==> src/rtl/demultiplexor_1a2_8bits_pkg.sv <==
// demultiplexor_1a2_8bits_pkg: port-select encodings and default sizing for the 1:2 stream demultiplexer
package demultiplexor_1a2_8bits_pkg;
    localparam logic SEL_A     = 1'b0;
    localparam logic SEL_B     = 1'b1;
    localparam int   DEF_WIDTH = 8;
    localparam int   DEF_DEPTH = 2;
    localparam int   DEF_CNTW  = 16;
endpackage

==> src/rtl/buffer_salida_fifo.sv <==
// buffer_salida_fifo: synchronous FIFO with registered head; push while full and pop while empty are ignored
module buffer_salida_fifo #(
    parameter int WIDTH = 8,
    parameter int DEPTH = 2
) (
    input  logic             clk,
    input  logic             rst,
    input  logic             push,
    input  logic             pop,
    input  logic [WIDTH-1:0] data,
    output logic             full,
    output logic             empty,
    output logic [WIDTH-1:0] head
);
    localparam int AW = DEPTH > 1 ? $clog2(DEPTH) : 1;
    localparam logic [AW-1:0] ONE = AW'(1);
    logic [WIDTH-1:0] mem [DEPTH];
    logic [AW-1:0] wr_ptr, rd_ptr;
    logic [AW:0] occ;
    logic do_push, do_pop;
    assign full    = occ == (AW+1)'(DEPTH);
    assign empty   = occ == '0;
    assign do_push = push & ~full;
    assign do_pop  = pop & ~empty;
    assign head    = mem[rd_ptr];
    // power-of-2 depth lets the pointers wrap by plain overflow
    always_ff @(posedge clk) begin
        if (rst) begin
            for (int i = 0; i < DEPTH; i++) mem[i] <= '0;
            wr_ptr <= '0;
            rd_ptr <= '0;
            occ    <= '0;
        end else begin
            if (do_push) begin
                mem[wr_ptr] <= data;
                wr_ptr      <= wr_ptr + ONE;
            end
            if (do_pop) rd_ptr <= rd_ptr + ONE;
            occ <= occ + (AW+1)'(do_push) - (AW+1)'(do_pop);
        end
    end
endmodule

==> src/rtl/demultiplexor_1a2_8bits.sv <==
// demultiplexor_1a2_8bits: steers one valid/ready byte stream to port A or B, each with its own buffer
module demultiplexor_1a2_8bits
    import demultiplexor_1a2_8bits_pkg::*;
#(
    parameter int WIDTH = DEF_WIDTH,
    parameter int DEPTH = DEF_DEPTH,
    parameter int CNTW  = DEF_CNTW
) (
    input  logic             clk,
    input  logic             rst,
    input  logic [WIDTH-1:0] in_data,
    input  logic             in_valid,
    output logic             in_ready,
    input  logic             sel,
    output logic [WIDTH-1:0] a_data,
    output logic             a_valid,
    input  logic             a_ready,
    output logic [WIDTH-1:0] b_data,
    output logic             b_valid,
    input  logic             b_ready,
    output logic [CNTW-1:0]  cnt_a,
    output logic [CNTW-1:0]  cnt_b
);
    logic full_a, full_b, empty_a, empty_b;
    logic accept, push_a, push_b, pop_a, pop_b;
    // a full port stalls its own bytes even when it pops this cycle
    assign in_ready = ~rst & ~(sel == SEL_B ? full_b : full_a);
    assign accept   = in_valid & in_ready;
    assign push_a   = accept & (sel == SEL_A);
    assign push_b   = accept & (sel == SEL_B);
    assign a_valid  = ~empty_a;
    assign b_valid  = ~empty_b;
    assign pop_a    = a_valid & a_ready;
    assign pop_b    = b_valid & b_ready;
    buffer_salida_fifo #(.WIDTH(WIDTH), .DEPTH(DEPTH)) u_fifo_a (
        .clk(clk), .rst(rst), .push(push_a), .pop(pop_a), .data(in_data),
        .full(full_a), .empty(empty_a), .head(a_data)
    );
    buffer_salida_fifo #(.WIDTH(WIDTH), .DEPTH(DEPTH)) u_fifo_b (
        .clk(clk), .rst(rst), .push(push_b), .pop(pop_b), .data(in_data),
        .full(full_b), .empty(empty_b), .head(b_data)
    );
    always_ff @(posedge clk) begin
        if (rst) begin
            cnt_a <= '0;
            cnt_b <= '0;
        end else begin
            cnt_a <= cnt_a + CNTW'(pop_a);
            cnt_b <= cnt_b + CNTW'(pop_b);
        end
    end
endmodule

==> config.mk <==
export PLATFORM = sky130hd
export DESIGN_NAME = demultiplexor_1a2_8bits
export DESIGN_NICKNAME = d
export VERILOG_FILES = /design/src/rtl/demultiplexor_1a2_8bits_pkg.sv /design/src/rtl/buffer_salida_fifo.sv /design/src/rtl/demultiplexor_1a2_8bits.sv
export SDC_FILE = /design/constraint.sdc
export NUM_CORES = 1
export LEC_CHECK = 0
export BUFFER_PORTS_ARGS = -buffer_cell sky130_fd_sc_hd__buf_2
export CORE_MARGIN = 3
export CORE_UTILIZATION = 40
export DETAILED_ROUTE_END_ITERATION = 10
export PLACE_DENSITY = 0.67
export SYNTH_ARGS = -nofsm -noshare
export SYNTH_HDL_FRONTEND = slang
export SYNTH_SLANG_ARGS = --single-unit
export TNS_END_PERCENT = 5
==> constraint.sdc <==
create_clock -name clk -period 2.23 [get_ports clk]
set_clock_uncertainty 0.15 [all_clocks]
set_input_delay 0.446 -clock clk [delete_from_list [all_inputs] [get_ports clk]]
set_output_delay 0.446 -clock clk [all_outputs]
set_load 0.01 [all_outputs]
==> summary.md, run 1 <==
| Metric | Value |
|---|---|
| Status | `finished, final reports clean` |
| Fillers | `743` |
| Remaining antenna violation count | `0` |
| Most common cell after layout, fill and taps aside | `buf_2` |
| Vias in the first global route | `2095` |
| Non-filler cells in the finished layout | `475` |
| Clock group share of total power | `0.309` |
| Critical Path RT | `2.31 ns` |
| Total clock sinks | `74` |
| # diodes | `0` |
| CORE AREA | `7810 sq um` |
| Crit-path slowest cell | `nor4_1` |
| Gr usage total | `0.141` |
| Critical path startpoint category | `flop` |
| Final min period | `2.09 ns` |
| Final Util | `0.500` |
| Hpwl dp | `4420 um` |
| Total Power | `0.00326 W` |
| Post-synth EDFFs | `32` |
| Flop-to-flop setup slack | `0.14 ns` |
| Die X | `96.0 um` |
| H-tree depth | `3` |
| Tcrit/Tclk final | `0.939` |
| Combinational Power Share | `0.193` |
| First-pass GRT wire length | `9860 um` |
| Full die area | `9220 sq um` |
| Setup violations, final | `0` |
| RePlAce Congestion | `0.800` |
| Max FO, Critical Path | `7` |
| Most frequent CP cell | `ha_1` |
| Sw frac | `0.267` |
| Class of the worst hold path | `in -> reg` |
| Via count | `2263` |
| Critical path type | `reg -> reg` |
| DIE HEIGHT | `96.0 um` |
| LEAKAGE | `1.62 nW` |
| Worst slew pin tran | `0.404 ns` |
| CTS tree | `yes` |
| Synth Instances | `294` |
| Layout cells sized above 1 | `0.314` |
| Yosys cell types | `32` |
| Post-route cell area | `3910 sq um` |
| Placed cell count | `459` |
| Syn. warnings | `0` |
| Starting Density | `0.415` |
| Post-CTS Hold Buffers | `0` |
| Flops & latches, synth | `74` |
| Num CTS Buffers | `9` |
| Setup repair bufs after CTS | `0` |
| Port bufs | `64` |
| First DRT Iteration DRCs | `40` |
| Nets | `388` |
| RSZ-0062 raised after global routing | `true` |
| Critical Path AT | `2.18 ns` |
| Seq/Total Area, Yosys | `0.556` |
| Delay of the slowest critical-path stage | `0.38 ns` |
| GR Overflow Total | `0` |
| Rel. slew slack | `0.728` |
| Flop pwr share | `0.498` |
| Mean area per synthesized cell | `11.0 sq um` |
| Clock transition at path regs | `0.08 ns` |
| Final-report max-slew violation count | `0` |
| Initial antenna violation count | `0` |
| Synthesized area | `3240 sq um` |
| Detailed Routing Iterations Pass 1 | `4` |
| Final Hold Viols | `0` |
| Cells along the critical path | `or2_2 -> and2_1 -> ha_1 -> ha_1 -> nand3_1 -> nor4_1 -> xnor2_1 -> nor2_1` |
| Largest net degree at the start of global routing | `28` |
| Power per standard cell area | `834 nW/um^2` |
| Layout area overhead | `20.5%` |
| Async SR Flop Fraction | `0` |
| Commonest non-fill, non-tap cells in the layout | `buf_2 (64), dfxtp_1 (42), nor2_1 (39), and2_1 (36), edfxtp_1 (32)` |
| Num rows | `32` |
| Placed Area | `3710 sq um` |
| Max VDD drop | `512 uV` |
| Type of destination of the critical path | `flop` |
| Clk_lat worst skew | `0.34 ns` |
| NetSw | `0.000871 W` |
| Max-Cap Viols | `0` |
| I/O pins | `65` |
| Post_cts resized | `0` |
| Fmax | `0.477 GHz` |
| Total Wirelength | `6240 um` |
| Worst-case clock buffer depth | `2` |
| P_int | `0.00239 W` |
| Syn Nets | `314` |
| Dominant synthesized flop cell | `dfxtp_1` |
| Root buf cell | `clkbuf_8` |
| # DRC | `0` |
| Via density | `4.76` |
| Wire per inst | `13.1 um` |
-- cell families (layout without fill, tap and decap cells) --
logic type,count (synthesis),in the layout,share of synthesized area
compound gates,3,3,0.00463
xor+xnor,34,34,0.0919
fa+ha+maj,6,6,0.0232
buf+inv,16,95,0.0185
flops,74,74,0.556
mux,18,18,0.0622
simple gates,143,143,0.244
-- synth_stat cells, types with 5 or more instances --
library cell   n  area (sq um)
and2_1        36           225
clkbuf_1       5          18.8
dfxtp_1       42           841
edfxtp_1      32           961
ha_1           6          75.1
inv_1          9          33.8
mux2_2        17           191
nand2_1        8          30.0
nand3_1       12          60.1
nand4_1        7          43.8
nor2_1        39           146
nor2b_1        7          43.8
nor3_1         8          40.0
nor4_1         6          37.5
or2_2          7          43.8
xnor2_1       24           210
xor2_1        10          87.6
-- final cells by class --
type | instances | area, sq um | share of cell area
clock inverter | 4 | 22.5 | 0.00577
timing repair buffer | 70 | 365 | 0.0935
sequential | 74 | 1800 | 0.461
multi-input combinational | 204 | 1380 | 0.353
tap | 102 | 128 | 0.0327
clock buffer | 12 | 176 | 0.0452
inverter | 9 | 33.8 | 0.00865
-- through the flow --
step | setup slack (ns) | TNS (ns) | hold slack, ns
6_report | 0.135 | 0 | 0.289
5_1_grt | -0.0355 | -0.0521 | 0.288
4_1_cts | 0.0970 | 0 | 0.276
3_5_place_dp | 0.0597 | 0 | 0.355
3_3_place_gp | 0.107 | 0 | 0.343
2_1_floorplan | 0.238 | 0 | 0.331
-- sequential cells by signal (all words and copies together), names as in the netlist, named ones only --
| name | count |
|---|---|
| u_fifo_b.mem | 16 |
| u_fifo_b.wr_ptr | 1 |
| u_fifo_a.wr_ptr | 1 |
| u_fifo_b.occ | 2 |
| cnt_b | 16 |
| cnt_a | 16 |
| u_fifo_a.occ | 2 |
| u_fifo_a.rd_ptr | 1 |
| u_fifo_b.rd_ptr | 1 |
| u_fifo_a.mem | 16 |
-- critical path: cells and delay by family (launching register included) --
family,cells,cell delay (ns)
xor+xnor,1,0.16
fa+ha+maj,2,0.39
flops,1,0.36
simple gates,5,0.93
-- power groups by stage --
| stage | Sequential [W] | Clock, W | Combinational [W] |
|---|---|---|---|
| after global placement | 0.00165 | 0 | 0.000628 |
| after global routing | 0.00164 | 0.00109 | 0.000711 |
| final | 0.00162 | 0.00101 | 0.000630 |
| after detailed placement | 0.00166 | 0 | 0.000635 |
| after floorplan | 0.00161 | 0 | 0.000466 |
| after CTS | 0.00163 | 0.00104 | 0.000643 |
-- final timing paths --
path	endpoint	from	cells after the start
worst max register to register	cnt_b[14]$_SDFF_PP0_	u_fifo_b.occ[1]$_SDFF_PP0_	8
worst max-delay path	cnt_b[14]$_SDFF_PP0_	u_fifo_b.occ[1]$_SDFF_PP0_	8
worst min register to register	flop	u_fifo_b.rd_ptr$_SDFFE_PP0P_	2
worst min-delay path	u_fifo_b.mem[1][5]$_SDFFCE_PN0P_	in_data[5]	2
-- routing by layer --
metal  track usage  part of all wire  up-vias
li1              -                 -     1155
met1         0.179              0.45     1035
met2         0.227              0.47       62
met3        0.0328             0.060       11
met4        0.0652             0.017        0
met5             0                 0        -
Note: power is estimated with default switching activity, not from simulation.
==> run 2, diff against run 1 <==
--- a/config.mk
+++ b/config.mk
@@ -8,6 +8,7 @@
 export BUFFER_PORTS_ARGS = -buffer_cell sky130_fd_sc_hd__buf_2
 export CORE_MARGIN = 3
 export CORE_UTILIZATION = 40
+export CTS_CLUSTER_SIZE = 12
 export DETAILED_ROUTE_END_ITERATION = 10
 export PLACE_DENSITY = 0.67
 export SYNTH_ARGS = -nofsm -noshare
==> constraint.sdc (replaced) <==
create_clock -name clk -period 2.2 [get_ports clk]
set_clock_uncertainty 0.15 [all_clocks]
set_input_delay 0.44 -clock clk [delete_from_list [all_inputs] [get_ports clk]]
set_output_delay 0.44 -clock clk [all_outputs]
set_load 0.005 [all_outputs]
==> summary.md, run 2 (synthesized netlist as in run 1, its figures left out) <==
| Metric | Value |
|---|---|
| Status | `finished, final reports clean (unchanged)` |
| I/O pins | `65 (unchanged)` |
| Detailed Routing Iterations Pass 1 | `4 (unchanged)` |
| Met1 GRT Util | `0.174 (was 0.179)` |
| Crit path buffers/inverters | `1 (was 0)` |
| Final Hold Viols | `0 (unchanged)` |
| R2R Path Start | `u_fifo_a.occ[1]$_SDFF_PP0_ (was u_fifo_b.occ[1]$_SDFF_PP0_)` |
| Via density | `4.82 (was 4.76)` |
| First DRT Iteration DRCs | `56 (was 40)` |
| Commonest non-fill, non-tap cells in the layout | `buf_2 (64), dfxtp_1 (42), nor2_1 (39), and2_1 (36), edfxtp_1 (32) (unchanged)` |
| Hold_ws | `0.286 ns (was 0.289 ns)` |
| Tcrit/Tclk final | `0.949` |
| Critical Path AT | `1.50 ns (was 2.18 ns)` |
| Worst-case clock buffer depth | `2 (unchanged)` |
| Starting Density | `0.415 (unchanged)` |
| Total Wirelength | `6190 um (was 6240 um)` |
| Delay of the slowest critical-path stage | `0.33 ns (was 0.38 ns)` |
| DIE HEIGHT | `96.0 um (unchanged)` |
| LEAKAGE | `1.64 nW (was 1.62 nW)` |
| Cells along the critical path | `nor2b_1 -> or2_2 -> a21oi_1 -> buf_2 (was or2_2 -> and2_1 -> ha_1 -> ha_1 -> nand3_1 -> nor4_1 -> xnor2_1 -> nor2_1)` |
| Die X | `96.0 um (unchanged)` |
| Critical path startpoint category | `flop (unchanged)` |
| Met3 Use GR | `0.0493 (was 0.0328)` |
| Fmax | `0.479 GHz` |
| Max VDD drop | `581 uV (was 512 uV)` |
| Largest net degree at the start of global routing | `37 (was 28)` |
| Vias in the first global route | `2145 (was 2095)` |
| First-pass GRT wire length | `10000 um (was 9860 um)` |
| Num rows | `32 (unchanged)` |
| Full die area | `9220 sq um (unchanged)` |
| Type of destination of the critical path | `output pin (was flop)` |
| Power per standard cell area | `896 nW/um^2 (was 834 nW/um^2)` |
| Clock transition at path regs | `0.08 ns (about the same)` |
| Setup violations, final | `0 (unchanged)` |
| Gr usage total | `0.142 (was 0.141)` |
| Fillers | `717 (was 743)` |
| Wire per inst | `13.0 um (was 13.1 um)` |
| Total clock sinks | `74 (unchanged)` |
| End of the critical path | `in_ready (was cnt_b[14]$_SDFF_PP0_)` |
| Flop-to-flop setup slack | `0.12 ns (was 0.14 ns)` |
| Nets | `388 (unchanged)` |
| Max-Cap Viols | `0 (unchanged)` |
| Hpwl dp | `4470 um (was 4420 um)` |
| Max FO, Critical Path | `3 (was 7)` |
| H-tree depth | `3 (unchanged)` |
| Port bufs | `64 (unchanged)` |
| Layout cells sized above 1 | `0.319 (was 0.314)` |
| Num CTS Buffers | `9 (unchanged)` |
| Final-report max-slew violation count | `0 (unchanged)` |
| Initial antenna violation count | `0 (unchanged)` |
| Final min period | `2.09 ns` |
| Critical path type | `reg -> out (was reg -> reg)` |
| RePlAce Congestion | `0.761 (was 0.800)` |
| Fin Setup TNS | `0 ns (unchanged)` |
| Worst slew pin tran | `0.382 ns (was 0.404 ns)` |
| # DRC | `0 (unchanged)` |
| Crit-path slowest cell | `dfxtp_1 (was nor4_1)` |
| Remaining antenna violation count | `0 (unchanged)` |
| Final Util | `0.511 (was 0.500)` |
| Root buf cell | `clkbuf_8 (unchanged)` |
| CORE AREA | `7810 sq um (unchanged)` |
| Via count | `2291 (was 2263)` |
| # diodes | `0 (unchanged)` |
| GRT busiest layer | `met2 (unchanged)` |
| Met2 usage in global routing | `0.235 (was 0.227)` |
| Critical Path RT | `1.61 ns (was 2.31 ns)` |
| Layout area overhead | `23.0% (was 20.5%)` |
| Pre-CTS WS | `0.0182 ns (was 0.0597 ns)` |
| GR Overflow Total | `0 (unchanged)` |
| Rel. slew slack | `0.743 (was 0.728)` |
| Levels on crit path | `4 (was 8)` |
| Largest delay share family, worst path | `simple AND/OR/NAND/NOR gates (unchanged)` |
| Class of the worst hold path | `in -> reg (unchanged)` |
| RSZ-0062 raised after global routing | `false (was true)` |
| Most common cell after layout, fill and taps aside | `buf_2 (unchanged)` |
| CTS tree | `yes (unchanged)` |
| Reg2reg path depth | `8 (unchanged)` |
| Final WS setup | `0.112 ns (was 0.135 ns)` |
| RR Endpoint | `cnt_a[10]$_SDFF_PP0_ (was cnt_b[14]$_SDFF_PP0_)` |
| Clk_lat worst skew | `0.33 ns (was 0.34 ns)` |
| Critical path launch point | `u_fifo_a.occ[1]$_SDFF_PP0_ (was u_fifo_b.occ[1]$_SDFF_PP0_)` |
[run 2: cell count changes in the layout (fill, tap and decap cells not counted)]
cell	change
clkinv_1	+1
nor3_1	-1
clkbuf_8	-2
clkinvlp_4	-1
nand3_1	-1
clkbuf_16	-1
nor4_1	-2
nor4_2	+2
clkinv_2	-2
clkbuf_1	+1
nand3_2	+1
bufinv_16	+4
nor3_2	+1
[run 2: worst min-delay path by stage]
stage | start | end | slack (ns) | depth (start not counted)
after CTS | in_data[6] | u_fifo_b.mem[0][6]$_SDFFCE_PN0P_ | 0.28 | 2
after floorplan | u_fifo_b.rd_ptr$_SDFFE_PP0P_ | flop | 0.33 | 2
final | in_data[4] | u_fifo_a.mem[1][4]$_SDFFCE_PN0P_ | 0.29 | 2
after detailed placement | cnt_b[6]$_SDFF_PP0_ | cnt_b[6]$_SDFF_PP0_ | 0.35 | 2
after global placement | cnt_b[6]$_SDFF_PP0_ | cnt_b[6]$_SDFF_PP0_ | 0.34 | 2
after global routing | in_data[6] | u_fifo_a.mem[0][6]$_SDFFCE_PN0P_ | 0.27 | 2
[run 2: repair_timing]
action                     in CTS  in global routing
hold buffers                    0                  0
resized for setup               0                  4
setup endpoints to repair       0                  3
buffers inserted                0                  0
[run 2: power breakdown]
group / switching [W] / leakage [nW] / internal, W
combinational: 0.000261 / 0.840 / 0.000328
clock: 0.000475 / 0.128 / 0.000863
sequential: 0.0000901 / 0.673 / 0.00156
[run 2: final cells by class]
cell class / count / area (sq um) / share of cell area
flip-flops and latches: 74 / 1800 / 0.452
clock buffers: 10 / 128 / 0.0320
multi-input cells: 204 / 1400 / 0.352
clock inverters: 6 / 129 / 0.0323
repair buffers: 70 / 365 / 0.0917
inverters: 9 / 33.8 / 0.00847
well taps: 102 / 128 / 0.0320
[run 2: routing by layer]
layer  up-vias  wire (um)
met1      1073       2780
met2        64       2960
met3         6        391
li1       1148          -
met5         -          0
met4         0         55
[run 2: stage by stage]
| step | cell area (sq um) | power, W | std cells |
|---|---|---|---|
| after floorplan | 3240 | 0.00206 | 294 |
| after global placement | 3710 | 0.00226 | 459 |
| after CTS | 3960 | 0.00362 | 475 |
| final | 3990 | 0.00357 | 475 |
| after global routing | 3990 | 0.00376 | 475 |
| after detailed placement | 3710 | 0.00228 | 459 |
